--- config.mk ---
export PLATFORM = sky130hd
export DESIGN_NAME = dtree_pipe
export DESIGN_NICKNAME = d
export VERILOG_FILES = /design/src/rtl/dtree_pipe.sv
export SDC_FILE = /design/constraint.sdc
export NUM_CORES = 1
export LEC_CHECK = 0
export ABC_AREA = 1
export BUFFER_PORTS_ARGS = -buffer_cell sky130_fd_sc_hd__buf_2
export CAP_MARGIN = 30
export CORE_MARGIN = 2
export CORE_UTILIZATION = 55
export CTS_CLUSTER_SIZE = 10
export DETAILED_ROUTE_END_ITERATION = 6
export PLACE_DENSITY_LB_ADDON = 0.3
export SYNTH_ARGS = -nofsm -noshare
export SYNTH_HDL_FRONTEND = slang
export SYNTH_SLANG_ARGS = --single-unit
--- constraint.sdc ---
create_clock -name clk -period 7.9 [get_ports clk]
set_clock_uncertainty 0.1 [all_clocks]
set_input_delay 0.395 -clock clk [delete_from_list [all_inputs] [get_ports clk]]
set_output_delay 0.395 -clock clk [all_outputs]
set_load 0.01 [all_outputs]
--- src/rtl/dtree_pipe.sv ---
// rtl/dtree_pipe.sv - Oblique binary decision tree classifier over a buffered spike feature vector
// Ports:
//   clk, reset                        : rising-edge clock, asynchronous active-low reset
//   in_valid, in_ready, in_data       : feature beats, beat k carries feature k
//   cfg_we, cfg_addr, cfg_data        : coefficient store write, addr = node*(FEATURES+1)+k
//   cfg_err                           : pulses while a write is rejected (evaluation busy)
//   out_valid, out_ready, out_class   : leaf index, first decision in the MSB
module dtree_pipe #(
  parameter int FEATURES    = 3,
  parameter int IN_WIDTH    = 10,
  parameter int COEFF_WIDTH = 4,
  parameter int DEPTH       = 3,
  localparam int NODES      = (1 << DEPTH) - 1,
  localparam int SLOTS      = NODES * (FEATURES + 1),
  localparam int CFG_AW     = $clog2(SLOTS)
) (
  input  logic                clk,
  input  logic                reset,
  input  logic                in_valid,
  output logic                in_ready,
  input  logic [IN_WIDTH-1:0] in_data,
  input  logic                cfg_we,
  input  logic [CFG_AW-1:0]   cfg_addr,
  input  logic [IN_WIDTH-1:0] cfg_data,
  output logic                cfg_err,
  output logic                out_valid,
  input  logic                out_ready,
  output logic [DEPTH-1:0]    out_class
);

  localparam int STEP_W = $clog2(FEATURES + 1);
  localparam int LVL_W  = $clog2(DEPTH + 1);
  localparam int NODE_W = DEPTH + 1;
  localparam int ACC_W  = IN_WIDTH + 1 + STEP_W;
  localparam int PROD_W = IN_WIDTH + COEFF_WIDTH;

  typedef enum logic [1:0] {COLLECT, EVAL, DONE} state_t;

  state_t                  state_q, state_d;
  logic [STEP_W-1:0]       count_q, count_d;
  logic [STEP_W-1:0]       step_q, step_d;
  logic [LVL_W-1:0]        level_q, level_d;
  logic [NODE_W-1:0]       node_q, node_d;
  logic [DEPTH-1:0]        path_q, path_d;
  logic signed [ACC_W-1:0] acc_q, acc_d;

  logic [IN_WIDTH-1:0]     feat_q [FEATURES];
  logic [IN_WIDTH-1:0]     store_q [SLOTS];
  logic                    feat_we;

  logic [STEP_W-1:0]            feat_sel;
  logic [CFG_AW-1:0]            rd_idx;
  logic [IN_WIDTH-1:0]          rd_word;
  logic signed [IN_WIDTH-1:0]   x_sel;
  logic signed [COEFF_WIDTH-1:0] coeff;
  logic                         is_one;
  logic signed [PROD_W-1:0]     prod;
  logic signed [IN_WIDTH:0]     term;
  logic signed [ACC_W-1:0]      sum;
  logic                         dir;
  logic                         last_step;
  logic                         last_level;

  // Shared MAC datapath: step 0 reads the node bias, step s reads coefficient s-1.
  always_comb begin
    feat_sel = (step_q == '0) ? '0 : step_q - STEP_W'(1);
    rd_idx   = CFG_AW'(node_q) * CFG_AW'(FEATURES + 1)
             + ((step_q == '0) ? CFG_AW'(FEATURES) : CFG_AW'(feat_sel));
    rd_word  = store_q[rd_idx];
    x_sel    = signed'(feat_q[feat_sel]);
    coeff    = signed'(rd_word[COEFF_WIDTH-1:0]);
    is_one   = rd_word[COEFF_WIDTH];
    prod     = PROD_W'(x_sel) * PROD_W'(coeff);
    // Q1.(COEFF_WIDTH-1) rescale: arithmetic shift floors toward minus infinity.
    term     = is_one ? {x_sel[IN_WIDTH-1], x_sel}
                      : (IN_WIDTH + 1)'(prod >>> (COEFF_WIDTH - 1));
    sum      = acc_q + ACC_W'(term);
    dir      = ~sum[ACC_W-1];
    last_step  = (step_q == STEP_W'(FEATURES));
    last_level = (level_q == LVL_W'(DEPTH - 1));
  end

  always_comb begin
    state_d   = state_q;
    count_d   = count_q;
    step_d    = step_q;
    level_d   = level_q;
    node_d    = node_q;
    path_d    = path_q;
    acc_d     = acc_q;
    feat_we   = 1'b0;
    in_ready  = 1'b0;
    out_valid = 1'b0;
    cfg_err   = 1'b0;
    case (state_q)
      COLLECT: begin
        in_ready = 1'b1;
        if (in_valid) begin
          feat_we = 1'b1;
          count_d = count_q + STEP_W'(1);
          if (count_q == STEP_W'(FEATURES - 1)) begin
            state_d = EVAL;
            count_d = '0;
            step_d  = '0;
            level_d = '0;
            node_d  = '0;
            path_d  = '0;
          end
        end
      end
      EVAL: begin
        cfg_err = cfg_we;
        if (step_q == '0) begin
          acc_d  = ACC_W'(signed'(rd_word));
          step_d = step_q + STEP_W'(1);
        end else begin
          acc_d = sum;
          if (last_step) begin
            step_d  = '0;
            // Heap numbering: children of node n are 2n+1 (left) and 2n+2 (right).
            node_d  = (node_q << 1) + NODE_W'(1) + NODE_W'(dir);
            path_d  = (path_q << 1) | DEPTH'(dir);
            level_d = level_q + LVL_W'(1);
            if (last_level) begin
              state_d = DONE;
            end
          end else begin
            step_d = step_q + STEP_W'(1);
          end
        end
      end
      DONE: begin
        out_valid = 1'b1;
        if (out_ready) begin
          state_d = COLLECT;
          count_d = '0;
        end
      end
      default: begin
        state_d = COLLECT;
      end
    endcase
  end

  assign out_class = path_q;

  always_ff @(posedge clk or negedge reset) begin
    if (!reset) begin
      state_q <= COLLECT;
      count_q <= '0;
      step_q  <= '0;
      level_q <= '0;
      node_q  <= '0;
      path_q  <= '0;
      acc_q   <= '0;
    end else begin
      state_q <= state_d;
      count_q <= count_d;
      step_q  <= step_d;
      level_q <= level_d;
      node_q  <= node_d;
      path_q  <= path_d;
      acc_q   <= acc_d;
    end
  end

  // Feature buffer and coefficient store survive reset; the store is only
  // frozen while an evaluation is reading it.
  always_ff @(posedge clk) begin
    if (feat_we) begin
      feat_q[count_q] <= in_data;
    end
  end

  always_ff @(posedge clk) begin
    if (cfg_we && (state_q != EVAL) && (32'(cfg_addr) < 32'(SLOTS))) begin
      store_q[cfg_addr] <= cfg_data;
    end
  end

endmodule

==> metrics.md <==
| Metric | Value |
|---|---|
| Vias in the first global route | `around 10000` |
| Most common cell in the synthesized netlist | `edfxtp_1` |
| Crit path time final | `7411 ps` |
| Gr ovfl total | `0` |
| Final nets | `1517` |
| Post-route clock period utilization | `0.9381` |
| Layout cell share with drive strength beyond 1 | `0.1131` |
| Syn_nets | `1457` |
| Max Cap Viol | `0` |
| Global-route wire length before repair | `59260 µm` |
| Req. time, crit path | `8220 ps` |
| Core area | `0.02786 mm²` |
| H-Tree Depth | `2` |
| FMAX | `134.9 MHz` |
| Post-synthesis cell area | `between 0.015 and 0.02 mm²` |
| Antenna Diode Count | `0` |
| Final setup fails | `0` |
| Leading area contributor after synthesis | `edfxtp_1` |
| Die Y | `172.6 µm` |
| Synth async-reset ratio | `0.08012` |
| Synth unique cells | `48` |
| Max-slew violation count | `0` |
| Min-Delay Path Class | `input pin to register` |
| Synth top cells by count | `310 x edfxtp_1, 224 x nor2_1, 157 x nand2_1` |
| Chip width | `approximately 170 µm` |
| Routability cong. | `0.8840` |
| Initial DRC Count | `1305` |
| Final hold vios | `0` |
| Crit path max-delay family | `adder cells` |
| Std cell rows | `61` |
| Bufs on Longest Clock Path | `3` |
| Most frequent CP cell | `nand2_1` |
| Initial antenna violation count | `0` |
| Final instance area | `0.01757 mm²` |
| Vias | `10858` |
| Wire per inst | `21.59 µm` |
| CTS sink cnt | `337` |
| Yosys top cell area share | `0.5953` |
| Cells after Synth | `1365` |
| Gr usage total | `0.2573` |
| Drt via density | `5.969` |
| CP Launch Type | `register` |
| Post-route DRC violation count | `0` |
| Worst-Skew Late Latency | `540 ps` |
| CP arrival | `between 7000 and 8000 ps` |
| Die ar. | `0.02980 mm²` |
| Critical path type | `register to register` |
| CTS clk-pin slew, worst paths | `60 ps` |
| TritonCTS Buffers | `40` |
| Slowest-stage cell, CP | `fa_1` |
| Worst slew margin relative to its limit | `0.3359` |
| Status | `completed` |
| YS warnings | `0` |
| Initial Util | `0.5613` |
| Hpwl dp | `24300 µm` |
| Worst slew pin tran | `992.4 ps` |
| Main synth FF type | `edfxtp_1` |
| Top post-synthesis cells by area | `edfxtp_1 60%, nor2_1 5.4%, o21ai_0 4.8%` |
| DRT Pass-1 Iters | `5` |
| EDFF count, synth | `between 300 and 400` |
| #FFs+latches synth | `roughly 340` |
| Largest net degree at the start of global routing | `81` |
| Sequential-to-total area share from yosys stat | `0.6385` |
| Total wire length | `approximately 39000 µm` |
| Endpoint type of the worst setup path | `register` |
| Clock root cell | `clkbuf_16` |
| CTS tree | `built` |
| Routed Antenna Nets | `0` |
| Area Growth Syn to Fin | `12.36%` |
| Average instance area after synthesis | `11.46 µm²` |
| Dpl cell area | `0.01611 mm²` |
| Number of port buffers | `35` |
| Critical path buffers and inverters | `8` |
| IO Pins | `36` |
| CP max stage delay | `approximately 550 ps` |
| Critical path fanouts, max | `40` |
## final timing paths
path,from,to,slack (ps),cells past startpoint
worst max-delay path,step_q[0],node_q[1],490,45
worst min-delay path,in_valid,step_q[0],200,4
worst max register to register,step_q[0],node_q[1],490,45
worst min register to register,level_q[1],level_q[1],400,2
max in group asynchronous,reset,acc_q[1],6900,2
min in group asynchronous,reset,acc_q[6],350,2
## routing by layer
metal,GRT usage,wire [µm],up-vias
li1,-,-,4969
met1,0.3758,16180,5215
met2,0.3824,17670,582
met3,0.05101,3989,92
met4,0.1033,1436,0
met5,0,0,-
## tightest hold or removal path, delay by kind of cell
kind	cells	cell delay, ps
AO/OA/AOI/OAI	2	170
buffers and inverters	2	230
## final cells by class
| cell class | count | area (µm²) |
|---|---|---|
| Inverter | 94 | 386.6 |
| Sequential cell | 337 | 9985 |
| Clock buffer | 54 | 1075 |
| Tap cell | 378 | 473.0 |
| Timing Repair inverter | 1 | 11.26 |
| Multi-Input combinational cell | 871 | 4964 |
| Fill cell | 2107 | 10290 |
| Timing Repair Buffer | 80 | 618.1 |
| Clock inverter | 4 | 58.81 |
## logic make-up after synthesis
kind of cell,count (synthesis),synth area share
flip-flops,337,0.6385
adder cells (fa/ha/maj),62,0.06017
XOR/XNOR,12,0.006721
AND/OR/NAND/NOR,496,0.1353
buffers and inverters,159,0.04897
AO/OA/AOI/OAI,299,0.1103
## through the flow
stage	worst slack [ps]	hold slack, ps	TNS, ps	cells	utilization
6_report	488.7	204.7	0	1819	0.6307
5_1_grt	-10.84	235.4	-10.84	1819	0.6307
4_1_cts	152.7	197.8	0	1806	0.6236
3_3_place_gp	203.6	363.4	0	1732	0.5772
2_1_floorplan	1007	-0.5911	0	1365	-
3_5_place_dp	-66.44	365.9	-142.2	1736	0.5783
## state kept, by name (all words and copies together) (netlist names)
signal / count
acc_q: 13
count_q: 2
feat_q: 30
level_q: 2
node_q: 3
out_class: 3
state_q: 2
step_q: 2
store_q: 280
## cells in the final DEF, fill, tap and decap left out, types with 12 or more instances in the layout
cell type      count
clkbuf_1          13
nand2_1          154
a21oi_1           47
buf_2             35
o221ai_1          21
dlygate4sd3_1     12
edfxtp_1         310
inv_1             84
ha_1              38
o22ai_1           32
nor2_1           224
o21ai_0          148
nand3_1           74
dfrtp_1           27
fa_1              22
buf_4             28
clkbuf_16         42
o211ai_1          20
## what timing repair did
| action | in CTS | in global routing |
|---|---|---|
| pin swaps | 0 | 2 |
| endpoints found under the hold margin | 58 | 0 |
| endpoints found under the setup margin | 4 | 6 |
| resized for setup | 3 | 15 |
| hold buffers | 12 | 0 |
| setup buffers | 0 | 2 |
| gates cloned | 0 | 4 |
Power is not shown: default switching activity piles up to over one toggle a cycle in this logic, so the estimate is an artifact.
